--- src/rtl/fetch_stage_bp_if.sv ---
// Fetch-stage bus: instruction-memory port, hazard controls, execute-side
// redirect/training inputs and the IF/ID pipeline outputs.
//   master : the fetch stage (drives imem_addr and the *_d outputs)
//   slave  : the surrounding core (drives imem_rdata, hazards, redirect, update)
interface fetch_stage_bp_if #(
  parameter int unsigned XLEN = 32
);
  logic [XLEN-1:0] imem_addr;
  logic [XLEN-1:0] imem_rdata;
  logic            stall_f;
  logic            stall_d;
  logic            flush_d;
  logic            redirect_en;
  logic [XLEN-1:0] redirect_pc;
  logic            upd_en;
  logic [XLEN-1:0] upd_pc;
  logic            upd_taken;
  logic [XLEN-1:0] upd_target;
  logic [XLEN-1:0] instr_d;
  logic [XLEN-1:0] pc_d;
  logic [XLEN-1:0] pcplus4_d;
  logic            pred_taken_d;
  logic [XLEN-1:0] pred_target_d;
  logic            valid_d;

  modport master (
    output imem_addr, instr_d, pc_d, pcplus4_d, pred_taken_d, pred_target_d, valid_d,
    input  imem_rdata, stall_f, stall_d, flush_d, redirect_en, redirect_pc,
           upd_en, upd_pc, upd_taken, upd_target
  );

  modport slave (
    input  imem_addr, instr_d, pc_d, pcplus4_d, pred_taken_d, pred_target_d, valid_d,
    output imem_rdata, stall_f, stall_d, flush_d, redirect_en, redirect_pc,
           upd_en, upd_pc, upd_taken, upd_target
  );
endinterface

--- src/rtl/fetch_stage_bp.sv ---
// Instruction-fetch stage with a direct-mapped BTB and 2-bit saturating
// counters. Holds pc_f, drives imem_addr, registers IF/ID outputs.
// Ports:
//   clk, rst : clock, asynchronous active-high reset
//   bus      : fetch_stage_bp_if.master (imem port, hazards, redirect,
//              BTB training, IF/ID outputs)
module fetch_stage_bp #(
  parameter int unsigned     XLEN        = 32,
  parameter int unsigned     BTB_ENTRIES = 16,
  parameter logic [XLEN-1:0] RESET_PC    = '0
) (
  input  logic           clk,
  input  logic           rst,
  fetch_stage_bp_if.master bus
);
  localparam int unsigned IDX_W = $clog2(BTB_ENTRIES);
  localparam int unsigned TAG_W = XLEN - IDX_W - 2;
  localparam logic [XLEN-1:0] FOUR = XLEN'(4);

  logic [XLEN-1:0] pcF;
  logic [XLEN-1:0] pcPlus4F;

  logic [XLEN-1:0] instrD, pcD, pcPlus4D, predTargetD;
  logic            predTakenD, validD;

  logic [BTB_ENTRIES-1:0] btbValid;
  logic [TAG_W-1:0]       btbTag    [BTB_ENTRIES];
  logic [XLEN-1:0]        btbTarget [BTB_ENTRIES];
  logic [1:0]             btbCtr    [BTB_ENTRIES];

  logic [IDX_W-1:0] fIdx, uIdx;
  logic [TAG_W-1:0] fTag, uTag;
  logic             fHit, uHit;
  logic             predTakenF;
  logic [XLEN-1:0]  predTargetF;
  logic             unused_updLsb;

  // Fetch-side lookup and training-side lookup (both on pre-update contents)
  assign fIdx = pcF[IDX_W+1:2];
  assign fTag = pcF[XLEN-1:IDX_W+2];
  assign uIdx = bus.upd_pc[IDX_W+1:2];
  assign uTag = bus.upd_pc[XLEN-1:IDX_W+2];
  assign unused_updLsb = ^bus.upd_pc[1:0];

  assign fHit        = btbValid[fIdx] && (btbTag[fIdx] == fTag);
  assign uHit        = btbValid[uIdx] && (btbTag[uIdx] == uTag);
  assign predTakenF  = fHit && btbCtr[fIdx][1];
  assign predTargetF = predTakenF ? btbTarget[fIdx] : '0;
  assign pcPlus4F    = pcF + FOUR;

  // PC register: redirect beats stall, then prediction, then sequential
  always_ff @(posedge clk or posedge rst) begin
    if (rst) begin
      pcF <= RESET_PC;
    end else if (bus.redirect_en) begin
      pcF <= bus.redirect_pc;
    end else if (!bus.stall_f) begin
      pcF <= predTakenF ? predTargetF : pcPlus4F;
    end
  end

  // IF/ID register: a mispredict redirect also squashes the slot
  always_ff @(posedge clk or posedge rst) begin
    if (rst) begin
      instrD      <= '0;
      pcD         <= '0;
      pcPlus4D    <= '0;
      predTakenD  <= 1'b0;
      predTargetD <= '0;
      validD      <= 1'b0;
    end else if (bus.flush_d || bus.redirect_en) begin
      instrD      <= '0;
      pcD         <= '0;
      pcPlus4D    <= '0;
      predTakenD  <= 1'b0;
      predTargetD <= '0;
      validD      <= 1'b0;
    end else if (!bus.stall_d) begin
      instrD      <= bus.imem_rdata;
      pcD         <= pcF;
      pcPlus4D    <= pcPlus4F;
      predTakenD  <= predTakenF;
      predTargetD <= predTargetF;
      validD      <= 1'b1;
    end
  end

  // BTB training; runs regardless of stall/flush
  always_ff @(posedge clk or posedge rst) begin
    if (rst) begin
      btbValid <= '0;
      for (int unsigned i = 0; i < BTB_ENTRIES; i++) begin
        btbTag[IDX_W'(i)]    <= '0;
        btbTarget[IDX_W'(i)] <= '0;
        btbCtr[IDX_W'(i)]    <= 2'b01;
      end
    end else if (bus.upd_en) begin
      if (bus.upd_taken) begin
        btbTarget[uIdx] <= bus.upd_target;
        if (uHit) begin
          if (btbCtr[uIdx] != 2'b11) btbCtr[uIdx] <= btbCtr[uIdx] + 2'd1;
        end else begin
          btbValid[uIdx] <= 1'b1;
          btbTag[uIdx]   <= uTag;
          btbCtr[uIdx]   <= 2'b10;
        end
      end else if (uHit && (btbCtr[uIdx] != 2'b00)) begin
        btbCtr[uIdx] <= btbCtr[uIdx] - 2'd1;
      end
    end
  end

  assign bus.imem_addr     = pcF;
  assign bus.instr_d       = instrD;
  assign bus.pc_d          = pcD;
  assign bus.pcplus4_d     = pcPlus4D;
  assign bus.pred_taken_d  = predTakenD;
  assign bus.pred_target_d = predTargetD;
  assign bus.valid_d       = validD;
endmodule

--- src/flat_wrapper.sv ---
// flat-port wrapper written by rule: the top's interface ports become plain ports
module fetch_stage_bp_flat 
#(
  parameter int unsigned     XLEN        = 32,
  parameter int unsigned     BTB_ENTRIES = 16,
  parameter logic [XLEN-1:0] RESET_PC    = '0
)
  (clk, rst, bus_imem_addr, bus_instr_d, bus_pc_d, bus_pcplus4_d, bus_pred_taken_d, bus_pred_target_d, bus_valid_d, bus_imem_rdata, bus_stall_f, bus_stall_d, bus_flush_d, bus_redirect_en, bus_redirect_pc, bus_upd_en, bus_upd_pc, bus_upd_taken, bus_upd_target);
  fetch_stage_bp_if #(.XLEN(XLEN)) bus_i ();
  input  logic clk;
  input  logic rst;
  output wire logic [$bits(bus_i.imem_addr)-1:0] bus_imem_addr;
  output wire logic [$bits(bus_i.instr_d)-1:0] bus_instr_d;
  output wire logic [$bits(bus_i.pc_d)-1:0] bus_pc_d;
  output wire logic [$bits(bus_i.pcplus4_d)-1:0] bus_pcplus4_d;
  output wire logic [$bits(bus_i.pred_taken_d)-1:0] bus_pred_taken_d;
  output wire logic [$bits(bus_i.pred_target_d)-1:0] bus_pred_target_d;
  output wire logic [$bits(bus_i.valid_d)-1:0] bus_valid_d;
  input wire logic [$bits(bus_i.imem_rdata)-1:0] bus_imem_rdata;
  input wire logic [$bits(bus_i.stall_f)-1:0] bus_stall_f;
  input wire logic [$bits(bus_i.stall_d)-1:0] bus_stall_d;
  input wire logic [$bits(bus_i.flush_d)-1:0] bus_flush_d;
  input wire logic [$bits(bus_i.redirect_en)-1:0] bus_redirect_en;
  input wire logic [$bits(bus_i.redirect_pc)-1:0] bus_redirect_pc;
  input wire logic [$bits(bus_i.upd_en)-1:0] bus_upd_en;
  input wire logic [$bits(bus_i.upd_pc)-1:0] bus_upd_pc;
  input wire logic [$bits(bus_i.upd_taken)-1:0] bus_upd_taken;
  input wire logic [$bits(bus_i.upd_target)-1:0] bus_upd_target;
  assign bus_imem_addr = bus_i.imem_addr;
  assign bus_instr_d = bus_i.instr_d;
  assign bus_pc_d = bus_i.pc_d;
  assign bus_pcplus4_d = bus_i.pcplus4_d;
  assign bus_pred_taken_d = bus_i.pred_taken_d;
  assign bus_pred_target_d = bus_i.pred_target_d;
  assign bus_valid_d = bus_i.valid_d;
  assign bus_i.imem_rdata = bus_imem_rdata;
  assign bus_i.stall_f = bus_stall_f;
  assign bus_i.stall_d = bus_stall_d;
  assign bus_i.flush_d = bus_flush_d;
  assign bus_i.redirect_en = bus_redirect_en;
  assign bus_i.redirect_pc = bus_redirect_pc;
  assign bus_i.upd_en = bus_upd_en;
  assign bus_i.upd_pc = bus_upd_pc;
  assign bus_i.upd_taken = bus_upd_taken;
  assign bus_i.upd_target = bus_upd_target;
  fetch_stage_bp #(.XLEN(XLEN), .BTB_ENTRIES(BTB_ENTRIES), .RESET_PC(RESET_PC)) u_core (.clk(clk), .rst(rst), .bus(bus_i));
endmodule
--- config.mk ---
export PLATFORM = sky130hd
export DESIGN_NAME = fetch_stage_bp_flat
export DESIGN_NICKNAME = d
export VERILOG_FILES = /design/src/rtl/fetch_stage_bp_if.sv /design/src/rtl/fetch_stage_bp.sv /design/src/flat_wrapper.sv
export SDC_FILE = /design/constraint.sdc
export NUM_CORES = 2
export LEC_CHECK = 0
export ABC_AREA = 1
export CORE_MARGIN = 2
export CORE_UTILIZATION = 40
export CTS_BUF_LIST = sky130_fd_sc_hd__clkbuf_4 sky130_fd_sc_hd__clkbuf_8
export DETAILED_ROUTE_END_ITERATION = 12
export HOLD_SLACK_MARGIN = 0.06
export REMOVE_ABC_BUFFERS = 1
export SLEW_MARGIN = 20
export SYNTH_ARGS = -nofsm -noshare
export SYNTH_HDL_FRONTEND = slang
export SYNTH_SLANG_ARGS = --single-unit
--- constraint.sdc ---
create_clock -name clk -period 37.8 [get_ports clk]
set_input_delay 7.56 -clock clk [delete_from_list [all_inputs] [get_ports clk]]
set_output_delay 7.56 -clock clk [all_outputs]
set_load 0.1 [all_outputs]
Word-level counts from Yosys, hierarchy flattened
Index checks and enable logic that the tools add are counted.
Widths: inputs -> output; s select.

operators by class
  $add $sub $neg = 3
  order comparisons = 6
  equal/unequal tests = 6
  multiplexer cells = 51
  bitwise operators = 7
  reduce and logical (&&, ||, !) cells = 12

operator list
  kind                   number
  $mux 32                19
  $bwmux 512             1
  $bwmux 416             1
  $bmux 26 s4            2
  $mux 26                5
  $bmux 32 s4            1
  $demux 32 s4           1
  $demux 26 s4           1
  $bwmux 32              2
  $eq 26x26->1           2
  $add 32x3->32 const B  1
  $or 16x16->16          2
  $and 16x16->16         1
  $bmux 2 s4             2
  $not 16->16            1
  $ge 5x5->1 const B     2
  $lt 4x5->1 const B     2
  $mux 2                 5
  $not 4->5              2
  $bmux 1 s4             2
  $demux 2 s4            1
  $mux 1                 7
  $logic_and 1x1->1      6
  $reduce_and 3->1       2
  other kinds (12)       14

storage, ports and cells
  register bits after elaboration = 1138
  output and inout bits = 162
  logic and storage cells = 141

Longest topological paths before layout
  depth after elaboration = 11
  depth in mapped cells = 24
  gate-level depth less buffers = 21

Worst setup path after synthesis
No wires, ideal clock.

  path type = input port to flip-flop
  start point = input port bus_upd_pc[3]
  end point = register u_core.btbCtr[11] (netlist name)
  library setup time = 83 ps
  arrival = 9944 ps
  data required time = 37717 ps
  slack = 27773 ps
  stages = 16
  path through = inv_2 > nand2_1 > buf_2 > buf_1 > o21ai_0 > o21ai_0 > nand4_1 > inv_1 > ha_1 > clkbuf_1 > nor2_1 > clkbuf_1 > nand2_1 > nand2_1 > nand2_1 > o21ai_0

between the ends
  cells in the longest elaborated chain, start to end = 9

ends and longest elaborated chain
  element                                                                   line                                                                 source
  from (decl)                                                               flat_wrapper.sv:26                                                   input wire logic [$bits(bus_i.upd_pc)-1:0] bus_upd_pc;
  $not 4->5 (not written as such)                                           -
  $bmux 2 s4, or another cell as far along                                  fetch_stage_bp.sv:101, fetch_stage_bp.sv:107, fetch_stage_bp.sv:108
  $mux 2 (not written as such), or another cell as far along (2 in series)  fetch_stage_bp.sv:101, fetch_stage_bp.sv:107, fetch_stage_bp.sv:108
  $add 2x1->2, or another cell as far along                                 fetch_stage_bp.sv:101                                                if (btbCtr[uIdx] != 2'b11) btbCtr[uIdx] <= btbCtr[uIdx] + 2'd1;
  $bwmux 32 or $logic_and 1x1->1 (tied branches)                            fetch_stage_bp.sv:101, fetch_stage_bp.sv:46
  $mux 32 or $logic_and 1x1->1 (tied branches)                              fetch_stage_bp.sv:101, fetch_stage_bp.sv:107
  $mux 32 or $reduce_bool 2->1 (tied branches)                              -
  $mux 32 or $reduce_and 3->1 (tied branches)                               -
  to (signal, indexed assignment)                                           fetch_stage_bp.sv:108                                                btbCtr[uIdx] <= btbCtr[uIdx] - 2'd1;
  to (decl)                                                                 fetch_stage_bp.sv:29                                                 logic [1:0] btbCtr [BTB_ENTRIES];

Parallel ways exist; a longest one is shown, timed or not. The select of a mux whose other input is x is not followed.
A chain may end at the register's enable or synchronous reset.

Worst setup path in the final report
  start point = input port bus_upd_pc[3]
  end point = register u_core.btbTag[59] (netlist name)

between the ends
  cells in the longest elaborated chain, start to end = 8

ends and longest elaborated chain
  element                                      line                                         source
  $not 4->5 (not written as such)              fetch_stage_bp.sv:46, fetch_stage_bp.sv:104
  $bmux 26 s4                                  fetch_stage_bp.sv:46                         assign uHit = btbValid[uIdx] && (btbTag[uIdx] == uTag);
  $mux 26 (not written as such) (2 in series)  fetch_stage_bp.sv:46
  $eq 26x26->1                                 fetch_stage_bp.sv:46
  $logic_and 1x1->1                            fetch_stage_bp.sv:46
  $not 1->1 (no source line)                   -
  $reduce_and 3->1 (no source line)            -
  to (signal, indexed assignment)              fetch_stage_bp.sv:104                        btbTag[uIdx] <= uTag;
  to (decl)                                    fetch_stage_bp.sv:27                         logic [TAG_W-1:0] btbTag [BTB_ENTRIES];

Parallel ways exist; a longest one is shown, timed or not. The select of a mux whose other input is x is not followed.

==> impl_metrics.yaml <==
worst_setup_path:
  endpoint_kind: "flip-flop"
  r2r-start: "u_core.bus.imem_addr[2]$_DFFE_PP0P_"
  startpoint_type: "input port"
  slowest_stage: "inv_2"
  crit_chain: "buf_4 -> inv_2 -> buf_4 -> nand2_2 -> inv_2 -> nand2_1 -> nand3_1 -> nand2_1 -> nand2_1 -> nor3_1 -> nor2_1 -> nand2_1 -> nor2_1 -> nand2_1 -> nor2_4 -> nand2_2 -> nand2_2 -> nor2_2 -> buf_4 -> nand2_4 -> o21ai_0"
  path_common_cell: "nand2_1"
  cp.required_ns: 38.56
  crit_arrival_ns: 13.58
  max_stage_delay_ns: 0.74
  cp_max_fo: 53
  setup.worst_path.start: "bus_upd_pc[3]"
  path_class: "in -> reg"
placed_design:
  place_area_um2: 61100
  portBuffers: 295
  place_hpwl_mm: 124
  dp.cells: 9355
  place_congestion: 0.907
detailed_routing:
  drtAntennaViolNets: 0
  drt_first_iter_violations: 6754
  drc: 0
  num_vias: 54100
  vias_per_cell: 5.57
  drt_wl_total_mm: 216
  wl_per_cell_um: 22.3
  drt_first_pass_iters: 6
floorplan:
  io_pins: 298
  die_h_um: 382
  core-area_um2: 142000
  fp-row-count: 138
  die_w_um: 382
  start_util_pct: 40.4
  die_area_um2: 146000
flow_run:
  cap_violations: 0
timing:
  post-route-period-util_pct: 33.9
  finalSetupViolCount: 0
  hold_viol_final: 0
  fin_crit_ns: 12.81
  clock-skew-final_ns: 0.0489
  rsz0062_at_grt: "false"
  hold_ws_ns: 0.471
  slew_headroom_pct: 20.9
  fmax_mhz: 78.0
  tightestPinTransition_ns: 1.18
  slew_viol_final: 0
global_route:
  grt_pass1_vias: 50200
  grt_pass1_wl_mm: 323
  grt_max_degree: 204
  antenna_found_initial: 12
  grt-ovfl-total: 0
  gr-usage-all-layers_pct: 29.2
clock_network:
  post_cts_buffers: 0
  cts-resized-gates: 0
  htreeDepth: 4
  clk_latency_ns: 0.97
  cts_tree: "yes"
  cts_buffers: 195
  clk_pin_slew_worst_paths_ns: 0.05
  cts-root-buf: "clkbuf_8"
  postCtsHoldBufs: 0
  clock-sinks: 1136
  clock_tree.buffer_depth: 3
power:
  power.static_leakage_uw: 0.0308
  power_uw: 3560
  power_density_nw_per_um2: 54.6
  irDropWorstVdd_mv: 0.0364
cells_and_area:
  fin_cells: 9708
  area_growth_syn_to_layout_pct: 14.4
  fin_nets: 7801
  final_area_um2: 65300
  drive_gt1_share_pct: 6.72
worst_hold_path:
  hp-class: "reg -> reg"
  hp-start: "u_core.bus.instr_d[27]$_DFFE_PP0P_"
logic_synthesis:
  yosysWarnings: 0
  synth.avg_cell_area_um2: 7.46
  syn_area_um2: 57100
  yosysSeqAreaShare_pct: 49.8
  yosysUniqueCellTypes: 38
  synthCells: 7659
  ys_ff_latch: 1136
outcome:
  status: "finished, final reports clean"
[logic make-up after synthesis]
kind of cell | count (synthesis) | share of synthesized area [%]
AOI/OAI and AO/OA | 1951 | 18.6
xor gates and xnor gates | 31 | 0.475
adders and majority gates | 3 | 0.0657
buffers and inverters | 1002 | 6.97
DFF | 1136 | 49.8
and+or+nand+nor | 3536 | 24.1
[report_power, final]
part	switching [uW]	total [uW]	internal, uW
combinational	537	787	250
sequential	131	1550	1420
clock	542	1220	681
[placed cells by master, fill, tap and decap left out, types with 24 or more instances in the layout]
cell             count
a21oi_1            240
a221oi_1            44
a22oi_1             24
a32o_1              32
buf_4               88
clkbuf_4            61
clkbuf_8           254
clkdlybuf4s50_1    290
dfrtp_1           1117
inv_1              411
nand2_1           2771
nand3_1            261
nand4_1             31
nor2_1             388
o211ai_1            70
o21a_1              35
o21ai_0           1124
o21ai_1            291
o22ai_1             34
xor2_1              31
[synth_stat cells, drive strengths merged]
cell / number / share of area, %
a32oi: 9 / 0.14
o21ai: 1415 / 12
and2: 2 / 0.022
a221oi: 44 / 0.67
nand3: 261 / 2.3
o221ai: 2 / 0.031
o31ai: 21 / 0.28
nand4: 31 / 0.34
inv: 420 / 2.8
a21oi: 240 / 2.1
dfstp: 16 / 0.74
o211ai: 70 / 0.92
o22ai: 34 / 0.37
a211oi: 23 / 0.30
nor2: 407 / 2.7
nand3b: 2 / 0.026
dfrtp: 1120 / 49
a22oi: 24 / 0.32
o21a: 35 / 0.46
clkbuf: 431 / 2.8
nand2: 2804 / 18
clkinv: 1 / 0.0066
or2: 2 / 0.022
nor3: 22 / 0.19
buf: 150 / 1.4
a31oi: 2 / 0.022
ha: 3 / 0.066
xor2: 31 / 0.48
nor4: 5 / 0.055
a32o: 32 / 0.56
[worst max-delay path, delay by kind of cell]
family	cells	cell delay (ns)
buffers and inverters	5	2.53
AOI/OAI and AO/OA	1	0.20
and+or+nand+nor	15	3.13
[cell type report]
cell class	count	area (um2)
Antenna cell	8	20.0
Clock buffer	315	3950
Clock inverter	30	300
Fill cell	14300	76300
Inverter	421	1610
Multi-Input combinational cell	5521	24900
Sequential cell	1136	28500
Tap cell	1890	2360
Timing Repair Buffer	387	3700
[final timing paths]
| check | endpoint | slack (ns) | cells past startpoint |
|---|---|---|---|
| worst max-delay path | u_core.btbTag[59]$_DFFE_PP0P_ | 24.99 | 21 |
| worst min-delay path | u_core.bus.instr_d[27]$_DFFE_PP0P_ | 0.47 | 2 |
| worst max register to register | u_core.bus.imem_addr[17]$_DFFE_PP0P_ | 31.64 | 16 |
| worst min register to register | u_core.bus.instr_d[27]$_DFFE_PP0P_ | 0.47 | 2 |
| max in group asynchronous | u_core.btbTarget[264]$_DFFE_PP0P_ | 26.60 | 6 |
| min in group asynchronous | u_core.btbTag[195]$_DFFE_PP0P_ | 7.12 | 2 |
[stage by stage]
stage	TNS (ns)	util, %	setup WS (ns)
floorplan	-1932.57	-	-1.73
global placement	0	43.1	24.24
detailed placement	0	43.1	24.18
CTS	0	46.1	25.21
global route	0	46.1	24.78
finish	0	46.1	24.99
[registers in the layout, summed over array words and instances, names as in the netlist]
| signal | flops |
|---|---|
| u_core.btbTag | 416 |
| u_core.bus.pc_d | 30 |
| u_core.btbValid | 16 |
| u_core.bus.imem_addr | 32 |
| u_core.bus.pred_target_d | 32 |
| u_core.btbTarget | 512 |
| u_core.bus.pred_taken_d | 1 |
| u_core.btbCtr | 32 |
| u_core.bus.pcplus4_d | 32 |
| u_core.bus.instr_d | 32 |
| u_core.bus.valid_d | 1 |
[layer usage]
metal | global-route usage (%) | vias up | share of wire [%]
met5 | 0 | - | 0.023
met4 | 12.4 | 8 | 4.1
met3 | 7.28 | 466 | 11
met2 | 43.5 | 2651 | 43
met1 | 40.4 | 26000 | 42
li1 | - | 25000 | -
(Power assumes the default switching activity.)
